<file path="src/rtl/mem_pkg.sv">
// Shared encodings for the MEM-stage access unit: access sizes, FSM states
// and the default data memory size.
package mem_pkg;

   localparam logic [1:0] SZ_BYTE = 2'b00;
   localparam logic [1:0] SZ_HALF = 2'b01;
   localparam logic [1:0] SZ_WORD = 2'b10;

   localparam int DM_BYTES_DEFAULT = 256;

   typedef enum logic {
      IDLE,
      RMW_WR
   } state_t;

endpackage

</file>
<file path="src/rtl/mem_lane_align.sv">
// Big-endian lane steering between a 32-bit memory word and a sub-word access:
// extracts/extends loads and merges sub-word stores into the old word.
module mem_lane_align
   import mem_pkg::*;
(
   input  logic [31:0] i_rdata,
   input  logic [31:0] i_wdata,
   input  logic [1:0]  i_offset,
   input  logic [1:0]  i_size,
   input  logic        i_unsigned,
   output logic [31:0] o_load,
   output logic [31:0] o_merged
);

   logic [7:0]  w_byte;
   logic [15:0] w_half;

   // Byte k of the word lives in bits [31-8k -: 8]
   always_comb begin
      w_byte = i_rdata[7:0];
      case (i_offset)
         2'd0:    w_byte = i_rdata[31:24];
         2'd1:    w_byte = i_rdata[23:16];
         2'd2:    w_byte = i_rdata[15:8];
         default: w_byte = i_rdata[7:0];
      endcase
      w_half = i_offset[1] ? i_rdata[15:0] : i_rdata[31:16];
   end

   always_comb begin
      o_load = i_rdata;
      case (i_size)
         SZ_BYTE: o_load = i_unsigned ? {24'b0, w_byte} : {{24{w_byte[7]}}, w_byte};
         SZ_HALF: o_load = i_unsigned ? {16'b0, w_half} : {{16{w_half[15]}}, w_half};
         default: o_load = i_rdata;
      endcase
   end

   always_comb begin
      o_merged = i_rdata;
      case (i_size)
         SZ_BYTE: begin
            case (i_offset)
               2'd0:    o_merged[31:24] = i_wdata[7:0];
               2'd1:    o_merged[23:16] = i_wdata[7:0];
               2'd2:    o_merged[15:8]  = i_wdata[7:0];
               default: o_merged[7:0]   = i_wdata[7:0];
            endcase
         end
         SZ_HALF: begin
            if (i_offset[1]) o_merged[15:0]  = i_wdata[15:0];
            else             o_merged[31:16] = i_wdata[15:0];
         end
         default: o_merged = i_wdata;
      endcase
   end

endmodule

</file>
<file path="src/rtl/mem_access_unit.sv">
// MEM-stage access unit: word-wide data_mem accesses, sub-word load extension,
// read-modify-write sub-word stores, and alignment/range fault reporting.
module mem_access_unit
   import mem_pkg::*;
#(
   parameter int DATA_W   = 32,
   parameter int DM_BYTES = DM_BYTES_DEFAULT
) (
   input  logic              i_clk,
   input  logic              i_rst,
   input  logic              i_req_valid,
   input  logic              i_mem_read,
   input  logic              i_mem_write,
   input  logic [1:0]        i_size,
   input  logic              i_load_unsigned,
   input  logic [DATA_W-1:0] i_addr,
   input  logic [DATA_W-1:0] i_store_data,
   input  logic [DATA_W-1:0] i_dm_rdata,
   output logic [DATA_W-1:0] o_dm_address,
   output logic [DATA_W-1:0] o_dm_writeData,
   output logic              o_dm_memread,
   output logic              o_dm_memwrite,
   output logic              o_stall,
   output logic [DATA_W-1:0] o_load_data,
   output logic              o_load_valid,
   output logic              o_misalign_exc,
   output logic              o_range_exc,
   output logic [DATA_W-1:0] o_exc_addr
);

   localparam logic [DATA_W-1:0] LAST_WORD = DATA_W'(DM_BYTES - 4);

   state_t            r_state;
   state_t            w_nextState;
   logic [DATA_W-1:0] r_rmwAddr;
   logic [DATA_W-1:0] r_mergeQ;
   logic [DATA_W-1:0] r_loadData;
   logic [DATA_W-1:0] r_excAddr;
   logic              r_loadValid;
   logic              r_misalign;
   logic              r_range;

   logic [DATA_W-1:0] w_wordAddr;
   logic [DATA_W-1:0] w_loadExt;
   logic [DATA_W-1:0] w_merged;
   logic              w_isStore;
   logic              w_isLoad;
   logic              w_active;
   logic              w_badAlign;
   logic              w_misalign;
   logic              w_range;
   logic              w_legal;
   logic              w_subStore;

   // A store wins when both mem_read and mem_write are raised
   assign w_wordAddr = {i_addr[DATA_W-1:2], 2'b00};
   assign w_isStore  = i_req_valid & i_mem_write;
   assign w_isLoad   = i_req_valid & i_mem_read & ~i_mem_write;
   assign w_active   = (r_state == IDLE) & (w_isStore | w_isLoad);

   always_comb begin
      w_badAlign = 1'b1;
      case (i_size)
         SZ_BYTE: w_badAlign = 1'b0;
         SZ_HALF: w_badAlign = i_addr[0];
         SZ_WORD: w_badAlign = |i_addr[1:0];
         default: w_badAlign = 1'b1;
      endcase
   end

   assign w_misalign = w_active & w_badAlign;
   assign w_range    = w_active & ~w_badAlign & (w_wordAddr > LAST_WORD);
   assign w_legal    = w_active & ~w_badAlign & ~(w_wordAddr > LAST_WORD);
   assign w_subStore = w_legal & w_isStore & (i_size != SZ_WORD);

   mem_lane_align u_lane (
      .i_rdata    (i_dm_rdata),
      .i_wdata    (i_store_data),
      .i_offset   (i_addr[1:0]),
      .i_size     (i_size),
      .i_unsigned (i_load_unsigned),
      .o_load     (w_loadExt),
      .o_merged   (w_merged)
   );

   always_ff @(posedge i_clk or posedge i_rst) begin
      if (i_rst) r_state <= IDLE;
      else       r_state <= w_nextState;
   end

   always_comb begin
      w_nextState    = r_state;
      o_dm_address   = w_wordAddr;
      o_dm_writeData = i_store_data;
      o_dm_memread   = 1'b0;
      o_dm_memwrite  = 1'b0;
      o_stall        = 1'b0;
      case (r_state)
         IDLE: begin
            if (w_subStore) begin
               o_dm_memread = 1'b1;
               o_stall      = 1'b1;
               w_nextState  = RMW_WR;
            end else if (w_legal && w_isStore) begin
               o_dm_memwrite = 1'b1;
            end else if (w_legal) begin
               o_dm_memread = 1'b1;
            end
         end
         RMW_WR: begin
            o_dm_address   = r_rmwAddr;
            o_dm_writeData = r_mergeQ;
            o_dm_memwrite  = 1'b1;
            w_nextState    = IDLE;
         end
         default: w_nextState = IDLE;
      endcase
   end

   always_ff @(posedge i_clk or posedge i_rst) begin
      if (i_rst) begin
         r_rmwAddr <= '0;
         r_mergeQ  <= '0;
      end else if (w_subStore) begin
         r_rmwAddr <= w_wordAddr;
         r_mergeQ  <= w_merged;
      end
   end

   // Result and fault pulses last exactly one cycle per accepted request
   always_ff @(posedge i_clk or posedge i_rst) begin
      if (i_rst) begin
         r_loadData  <= '0;
         r_excAddr   <= '0;
         r_loadValid <= 1'b0;
         r_misalign  <= 1'b0;
         r_range     <= 1'b0;
      end else begin
         r_loadValid <= w_legal & w_isLoad;
         r_misalign  <= w_misalign;
         r_range     <= w_range;
         if (w_legal && w_isLoad) r_loadData <= w_loadExt;
         if (w_misalign || w_range) r_excAddr <= i_addr;
      end
   end

   assign o_load_data    = r_loadData;
   assign o_load_valid   = r_loadValid;
   assign o_misalign_exc = r_misalign;
   assign o_range_exc    = r_range;
   assign o_exc_addr     = r_excAddr;

endmodule
</file>
<file path="config.mk">
export PLATFORM = sky130hd
export DESIGN_NAME = mem_access_unit
export DESIGN_NICKNAME = d
export VERILOG_FILES = /design/src/rtl/mem_pkg.sv /design/src/rtl/mem_lane_align.sv /design/src/rtl/mem_access_unit.sv
export SDC_FILE = /design/constraint.sdc
export NUM_CORES = 1
export LEC_CHECK = 0
export ABC_AREA = 1
export CAP_MARGIN = 20
export CORE_ASPECT_RATIO = 1.25
export CORE_MARGIN = 8
export CORE_UTILIZATION = 23
export DETAILED_ROUTE_END_ITERATION = 8
export PLACE_DENSITY = 0.52
export SYNTH_ARGS = -nofsm -noshare
export SYNTH_HDL_FRONTEND = slang
export SYNTH_SLANG_ARGS = --single-unit
</file>
<file path="constraint.sdc">
create_clock -name i_clk -period 4.69 [get_ports i_clk]
set_input_delay 0.469 -clock i_clk [delete_from_list [all_inputs] [get_ports i_clk]]
set_output_delay 0.469 -clock i_clk [all_outputs]
set_load 0.01 [all_outputs]
</file>
; After elaboration in Yosys (flattened, before gate mapping)
; Index checks and enable logic that the tools add are counted.
[op_classes]
n_lt_le_gt_ge = 1
eq_ne = 5
n_mux = 25
n_bitwise = 16
reduce_logical = 7
[ops]
columns = operator, n
row1 = two-way mux 32 bit, 4
row2 = one-hot mux 32 bit (2 select lines), 2
row3 = two-way mux 16 bit, 3
row4 = "> comparator 32 x 8 -> 1 bit, second input constant", 1
row5 = two-way mux 8 bit, 4
row6 = one-hot mux 8 bit (3 select lines), 1
row7 = AND 1 bit, 11
row8 = two-way mux 1 bit, 8
row9 = "equality test 2 x 1 -> 1 bit, second input constant", 2
row10 = "equality test 2 bit, second input constant", 2
row11 = zero test 2 bit, 2
row12 = inverter 1 bit, 4
row13 = one-hot mux 1 bit (2 select lines), 2
row14 = one-hot mux 1 bit (3 select lines), 1
row15 = OR reduction 3 bit, 1
row16 = logical AND 1 bit, 2
row17 = "inequality test 2 bit, second input constant", 1
row18 = OR reduction 2 bit, 1
row19 = logical OR 1 bit, 1
row20 = bitwise OR 1 bit, 1
[word_totals]
register_bits = 130
in_bits = 104
output_inout_bits = 134
elab_cells = 62

; Longest topological paths before layout
; Gate-level depths: netlist of run 1.
[depth]
depth_word = 10
depth_mapped = 12

; Cells and area by module
; Synthesis of run 1 repeated with hierarchy kept, for this count alone.
[hier_totals]
cells_unflattened = 1135
hier_area_um2 = 7731.2
[modules_own_cells]
columns = module, instances, cells_each, area_per_inst_um2
row1 = mem_access_unit, 1, 776, 5923.2
row2 = mem_lane_align, 1, 359, 1808.0

; Worst setup path after synthesis of run 1
; OpenSTA, ideal clock, no wires.
[synth_path]
path_kind = input-to-output
startpoint = input port i_size[1]
endpoint = output port o_dm_memread
arrival_ns = 1.586
slack_ns = 2.635
cell_stages = 11
n_path_buf = 2
path_cell_list = buf_2 inv_4 nand2_1 nand2_1 nand2_2 nor2_4 inv_2 nor2_8 buf_4 o211ai_1 inv_1
[synth_between]
elab_chain_len = 9
elab_cells_between_ends = 15
cone_classes = eq/ne: 3 / mux: 5 / bitwise: 5 / reduce/logical: 2
[synth_lines]
columns = element, line
row1 = start: declaration, mem_access_unit.sv:14  ; input logic [1:0] i_size,
row2 = equality test 2 bit (tied with other cells), mem_access_unit.sv:63  ; case (i_size)
row3 = one-hot mux 1 bit (3 select lines), mem_access_unit.sv:63
row4 = inverter 1 bit, mem_access_unit.sv:73  ; assign w_legal = w_active & ~w_badAlign & ~(w_wordAddr > LAST_WORD);
row5 = AND 1 bit (2 in a row), mem_access_unit.sv:73
row6 = two-way mux 1 bit (tied with other cells), mem_access_unit.sv:106  ; end else if (w_legal) begin
row7 = two-way mux 1 bit / AND 1 bit (equally long branches), "mem_access_unit.sv:104, mem_access_unit.sv:74"
row8 = two-way mux 1 bit (*), mem_access_unit.sv:100  ; if (w_subStore) begin
row9 = two-way mux 1 bit (*), mem_access_unit.sv:98  ; case (r_state)
row10 = end: declaration, mem_access_unit.sv:21  ; output logic o_dm_memread,
; Every way passes the cells marked *; elsewhere a longest branch is shown, timed or not.

; Worst setup path after layout of run 1
[layout_path]
startpoint = input port i_size[1]
endpoint = output port o_dm_memwrite
[layout_between]
elab_chain_len = 9
elab_cells_between_ends = 14
cone_classes = eq/ne: 3 / mux: 4 / bitwise: 5 / reduce/logical: 2
[layout_lines]
columns = element, line
row1 = equality test 2 bit (tied with other cells), mem_access_unit.sv:63
row2 = one-hot mux 1 bit (3 select lines), mem_access_unit.sv:63
row3 = inverter 1 bit, mem_access_unit.sv:73
row4 = AND 1 bit (2 in a row), mem_access_unit.sv:73
row5 = AND 1 bit / logical AND 1 bit (equally long branches), "mem_access_unit.sv:74, mem_access_unit.sv:104"
row6 = AND 1 bit / two-way mux 1 bit (equally long branches), "mem_access_unit.sv:74, mem_access_unit.sv:104"
row7 = two-way mux 1 bit (*), mem_access_unit.sv:100
row8 = one-hot mux 1 bit (2 select lines) (*), mem_access_unit.sv:98
row9 = end: declaration, mem_access_unit.sv:22  ; output logic o_dm_memwrite,
; Marked as above.

==> impl_results.md, run 1 <==
* Internal Power at roughly 0.0024 W
* Sequential Area at between 3000 and 4000 um^2
* Cts hold-fix bufs at 0
* H-tree Lvls at 4
* Die Span Y at approximately 220 um
* Initial antenna violation count at 1
* Fillcell total at between 3000 and 4000
* Pwr Total at 0.00335 W
* Net switching power at 0.000957 W
* CTS sink cnt at 130
* Hold crit path type: register to register
* Cell Rows at between 70 and 80
* DRT antenna net count at 0
* Starting Density at 23.2%
* Yosys reg bits at 130
* Setup_tns at 0 ps
* Area of the multi-input gates at 3740 um^2
* Die width at 180 um
* Reg clk slew, reported paths at 60 ps
* Post-Syn Instances at 1166
* Hold path depth at 2
* Worst Path Max Fanout at 17
* RSZ-0062 raised after global routing: no
* Layout Skew at 5.91 ps
* Pwr dens at 304 nW/um^2
* Commonest non-fill, non-tap cell in the layout: nand2_1
* Dominant synthesized flop cell: dfrtp_1
* DPL Wire Length at 24700 um
* VDD IR max at 0.168 mV
* 1st-pass router iterations at 5
* I/O Buffers at 235
* Final hold viol count at 0
* Final Core Density at 33.0%
* Clock power frac at 44.1%
* Synth-to-Final Area Change at 42.4%
* DRT Wirelength at 33600 um
* CP Class: input port to primary output
* Cell area after synthesis at 7740 um^2
* Number of flops mapped to enable cells by yosys at 0
* Synth warn at 0
* Final setup viols at 0
* CTS Root Cell: clkbuf_16
* Period minus WS final at about 3400 ps
* Vias per cell at approximately 4.7
* Tcrit/Tclk final at 71.7%
* Logic pwr share at between 20% and 30%
* Number of global-route vias before repair at 8517
* Final Max Tran Viols at 0
* Nets at roughly 1500
* Layout cells sized above 1 at under 10%
* Post-CTS setup buffer count at 0
* Synth cell types at 24
* Drc violations at 0
* Post-Place Cell Area at 10400 um^2
* Largest net degree at the start of global routing at 92
* Placed cells at 1766
* Max cap viols at 0
* CTS buffer count at 17
* Routability cong. at 0.893
* Post-DR wirelength/cell at roughly 19 um
* CTS Buffer Depth at 2
* Die Area at 39800 um^2
* Sw Share at 28.6%
* Post-route insts no fill at 1799
* Startpoint types: input port
* Worst Max-Slew Pin Slew at between 900 and 1000 ps
* Status: complete, no violations
* All-Layer GR Usage at between 10% and 20%
* R2r worst-path depth at 9
* # IOs at approximately 240
* Congestion Overflow GR at 0
* Core Area at 33400 um^2
* Max-slew headroom at a little under two fifths
* Leakage at 5.78 nW
* Fmax at 297 MHz
* Seq pwr share at 35.9%
* Clk_lat worst skew at 420 ps
* CP Data Required Time at 4220 ps
* CTS tree: done
* Setup crit end kind: primary output
* Sequential area share after synthesis at 42.0%
* Syn_area_per_cell at 6.64 um^2
* Initial drt markers at around 630
* Final Cell Area at about 11000 um^2
* First-pass GRT wire length at 52200 um
* Vias at about 8400
* Most frequent cells in the layout: 566 x nand2_1, 234 x clkdlybuf4s50_1, 151 x nand3_1
* Share of flip-flops with an asynchronous set or reset at 100%
* CP arrival at just under 3000 ps
* PostCTS Resize Cnt at 0
[worst max-delay path, cell delays in order]
cell,delay [ps]
clkdlybuf4s50_1,500
buf_4,250
o21ai_1,110
nand2_2,120
nor2_4,150
inv_2,80
nor2_8,110
nand2_1,70
o21ai_0,390
clkdlybuf4s50_1,630
[path summary, 6_finish.rpt]
kind / startpoint / to / slack [ps]
setup / recovery: i_size[1] / o_dm_memwrite / 1330
hold / removal: r_rmwAddr[10] / r_rmwAddr[10] / 470
setup reg to reg: r_state / o_load_data[24] / 2300
hold reg to reg: r_rmwAddr[10] / r_rmwAddr[10] / 470
max in group asynchronous: i_rst / r_rmwAddr[11] / 3130
min in group asynchronous: i_rst / r_rmwAddr[27] / 610
[synth_stat cells, types with 2 or more instances]
master,n,area share (%)
buf_1,9,0.44
buf_2,23,1.5
buf_4,14,1.4
buf_6,3,0.44
clkbuf_1,28,1.4
dfrtp_1,130,42
inv_1,94,4.6
inv_2,3,0.15
nand2_1,566,27
nand2_2,2,0.16
nand3_1,151,9.8
nand4_1,40,3.2
nor2_1,27,1.3
nor2_4,2,0.29
o211ai_1,24,2.3
o21ai_0,42,2.7
[through the flow]
stage               worst slack (ps)  hold WS (ps)
CTS                             1220           470
finish                          1330           466
global route                    1190           492
floorplan                        752           436
detailed placement              1220           452
global placement                1230           448
[cells by family after synthesis]
logic type	after synthesis	synth area share, %
other	1	0.0485
buffers and inverters	175	9.86
and+or+nand+nor	791	42.8
AOI/OAI and AO/OA	69	5.27
DFF	130	42.0
[flip-flops by register name (all words and copies together), names as in the netlist]
name            cells
r_state             1
r_mergeQ           32
r_rmwAddr          30
o_misalign_exc      1
o_load_data        32
o_range_exc         1
o_exc_addr         32
o_load_valid        1
[layer usage]
metal,track usage [%],up-vias,routed length (um)
li1,-,4075,-
met1,20.9,3944,14500
met2,27.4,306,15700
met3,4.80,41,2450
met4,5.66,0,878
met5,0,-,0
[layout make-up]
class / count / share of cell area, %
well taps: 423 / 4.80
diodes: 1 / 0.0227
flip-flops and latches: 130 / 29.5
clock inverters: 13 / 1.80
inverters: 98 / 3.41
repair buffers: 253 / 22.5
multi-input cells: 862 / 33.9
clock buffers: 19 / 4.02
[power groups by stage]
stage               combinational (W)  sequential (W)  clock [W]
CTS                          0.000681         0.00120    0.00152
global route                 0.000735         0.00121    0.00157
detailed placement           0.000679         0.00122          0
global placement             0.000678         0.00122          0
floorplan                    0.000265         0.00125          0
finish                       0.000670         0.00120    0.00148
No activity file was read; power rests on OpenSTA's default activity.
==> inputs of run 2 (changes only) <==
PLACE_DENSITY = 0.54   (was 0.52)
clock period = 2.9 ns   (was 4.69 ns; I/O delays follow)
==> run 2 against run 1 <==
Sequential share of layout area is 0.43 points lower. Critical path depth unchanged. Wire length fell by 0.52%. Sequential power rose by 63%. Flip-flop and latch count unchanged.
==> impl_results.md, run 2 (synthesis results as in run 1) <==
* R2r worst-path depth at 9 (unchanged)
* Routability cong. at 0.929 (+4.1%)
* Number of global-route vias before repair at 8454 (-0.74%)
* Period minus WS final at 2690 ps
* H-tree Lvls at 4 (unchanged)
* Clk_lat worst skew at 430 ps (about the same)
* Starting Density at 23.2% (unchanged)
* Worst R2R Start: r_state
* CTS Buffer Depth at 2 (unchanged)
* Drc violations at 0 (unchanged)
* Seq pwr share at 35.4% (-0.5 points)
* VDD IR max at 0.356 mV (+110%)
* Layout cells sized above 1 at 5.90% (+1.2 points)
* I/O Buffers at 235 (unchanged)
* Net switching power at 0.00152 W (+59%)
* Largest net degree at the start of global routing at 78 (-15%)
* 1st-pass router iterations at 5 (unchanged)
* RSZ-0062 raised after global routing: no
* Cts hold-fix bufs at 0 (unchanged)
* Placed cells at 1782 (+0.91%)
* Reg2reg setup slack at 810 ps (-1490 ps)
* Final Max Tran Viols at 0 (unchanged)
* Core Area at 33400 um^2 (unchanged)
* Final setup viols at 0 (unchanged)
* Die width at 180 um (unchanged)
* R2R Path End: r_mergeQ[27]
* CTS sink cnt at 130 (unchanged)
* Pwr dens at 491 nW/um^2 (+62%)
* Final Core Density at 33.5% (+0.48 points)
* CP top delay family: buffers and inverters
* Worst Max-Slew Pin Slew at 950 ps (+20.0 ps)
* Max cap viols at 0 (unchanged)
* Initial antenna violation count at 3 (+2)
* CTS buffer count at 17 (unchanged)
* Post-DR wirelength/cell at 18.4 um (-1.3%)
* Fillcell total at 3643 (+0.19%)
* CTS Root Cell: clkbuf_16
* Most frequent cells in the layout: 566 x nand2_1, 232 x clkdlybuf4s50_1, 150 x nand3_1
* CP Class: input port to primary output
* DRT antenna net count at 0 (unchanged)
* All-Layer GR Usage at 16.7% (-0.090 points)
* Layout Skew at 8.51 ps (+2.60 ps)
* Vias at 8377 (+0.13%)
* Logic pwr share at 19.9% (about the same)
* Internal Power at 0.00397 W (+66%)
* CP Buf/Inv Count at 3 (-1)
* Nets at 1482 (+1.1%)
* Congestion Overflow GR at 0 (unchanged)
* Worst path cell trace: clkdlybuf4s50_1 > nor2_1 > nand2_1 > nor2_1 > nand3_2 > nor2_8 > nand2_1 > o21ai_0 > buf_4 > clkdlybuf4s50_1
* Startpoint types: input port
* Max-slew headroom at 36.4% (-1.4 points)
* Final Cell Area at 11200 um^2 (+1.5%)
* Initial drt markers at 539 (-14%)
* Fmax at 371 MHz
* Post-CTS setup buffer count at 0 (unchanged)
* Hold crit path type: input port to async pin
* Status: complete, no violations
* Reg clk slew, reported paths at 60 ps (about the same)
* Die Span Y at 221 um (unchanged)
* DRT Wirelength at 33400 um (-0.52%)
* Synth-to-Final Area Change at 44.5%
* Leakage at 5.88 nW (+1.7%)
* Setup_tns at 0 ps (unchanged)
* Slowest-stage cell, CP: clkdlybuf4s50_1
* CP arrival at 2400 ps (-490 ps)
* Vias per cell at 4.62 (-0.70%)
* Final hold viol count at 0 (unchanged)
* Clock power frac at 44.7% (+0.6 points)
* Post-Place Cell Area at 10500 um^2 (+1.3%)
* Antenna cells at 0 (-1)
* Worst Path Max Fanout at 3 (-14)
* Die Area at 39800 um^2 (unchanged)
* # IOs at 238 (unchanged)
* Sw Share at 27.7% (-0.88 points)
* First-pass GRT wire length at 51700 um (-0.93%)
* Commonest non-fill, non-tap cell in the layout: nand2_1
* DPL Wire Length at 25500 um (+3.1%)
* Cell Rows at 75 (unchanged)
* CP Data Required Time at 2610 ps (-1610 ps)
* Largest stage delay, worst path at 530 ps (-100 ps)
* CTS tree: done
* Tcrit/Tclk final at 92.9%
* Setup crit end kind: primary output
* Post-route insts no fill at 1814 (+0.83%)
==> run 2: worst max-delay path by stage <==
stage,from,end,depth (start not counted)
floorplan,i_rst,o_exc_addr[0],1
global placement,i_addr[22],o_dm_memwrite,10
detailed placement,i_addr[23],o_dm_memwrite,10
CTS,i_addr[23],o_dm_memwrite,10
global route,i_addr[10],o_dm_memwrite,10
finish,i_addr[10],o_dm_memwrite,10
==> run 2: tightest hold or removal path, stage by stage <==
cell             delay, ps
clkdlybuf4s50_1        450
clkinvlp_4             110
buf_12                 340
==> run 2: power groups by stage <==
| stage | sequential (W) | combinational, W | clock [W] |
|---|---|---|---|
| floorplan | 0.00201 | 0.000430 | 0 |
| global placement | 0.00197 | 0.00110 | 0 |
| detailed placement | 0.00198 | 0.00111 | 0 |
| CTS | 0.00195 | 0.00111 | 0.00253 |
| global route | 0.00196 | 0.00120 | 0.00259 |
| finish | 0.00195 | 0.00110 | 0.00246 |
==> run 2: layer usage <==
layer	part of all wire (%)	vias to the layer above	global-route usage, %
met5	0.12	-	0
met4	2.4	6	5.29
met3	6.0	39	4.62
met2	48	306	27.8
met1	44	3919	20.6
li1	-	4107	-
==> run 2: final cells by class <==
class	instances	area, um^2	area share [%]
multi-input cells	862	3740	33.5
clock buffers	20	457	4.08
inverters	98	374	3.34
flip-flops and latches	130	3250	29.1
clock inverters	12	205	1.83
repair buffers	269	2620	23.4
well taps	423	529	4.73
==> run 2: repair_timing <==
action / 4_1_cts / 5_1_grt
setup endpoints to repair: 0 / 1
endpoints found under the hold margin: 0 / 0
gates resized for setup: 0 / 4
==> run 2: stage by stage <==
| step | total power (W) | hold WS, ps | setup slack [ps] |
|---|---|---|---|
| 3_5_place_dp | 0.00309 | 451 | 61.6 |
| 6_report | 0.00550 | 349 | 205 |
| 3_3_place_gp | 0.00308 | 448 | 44.1 |
| 5_1_grt | 0.00574 | 379 | 50.8 |
| 4_1_cts | 0.00559 | 361 | 41.7 |
| 2_1_floorplan | 0.00244 | 400 | 1000 |
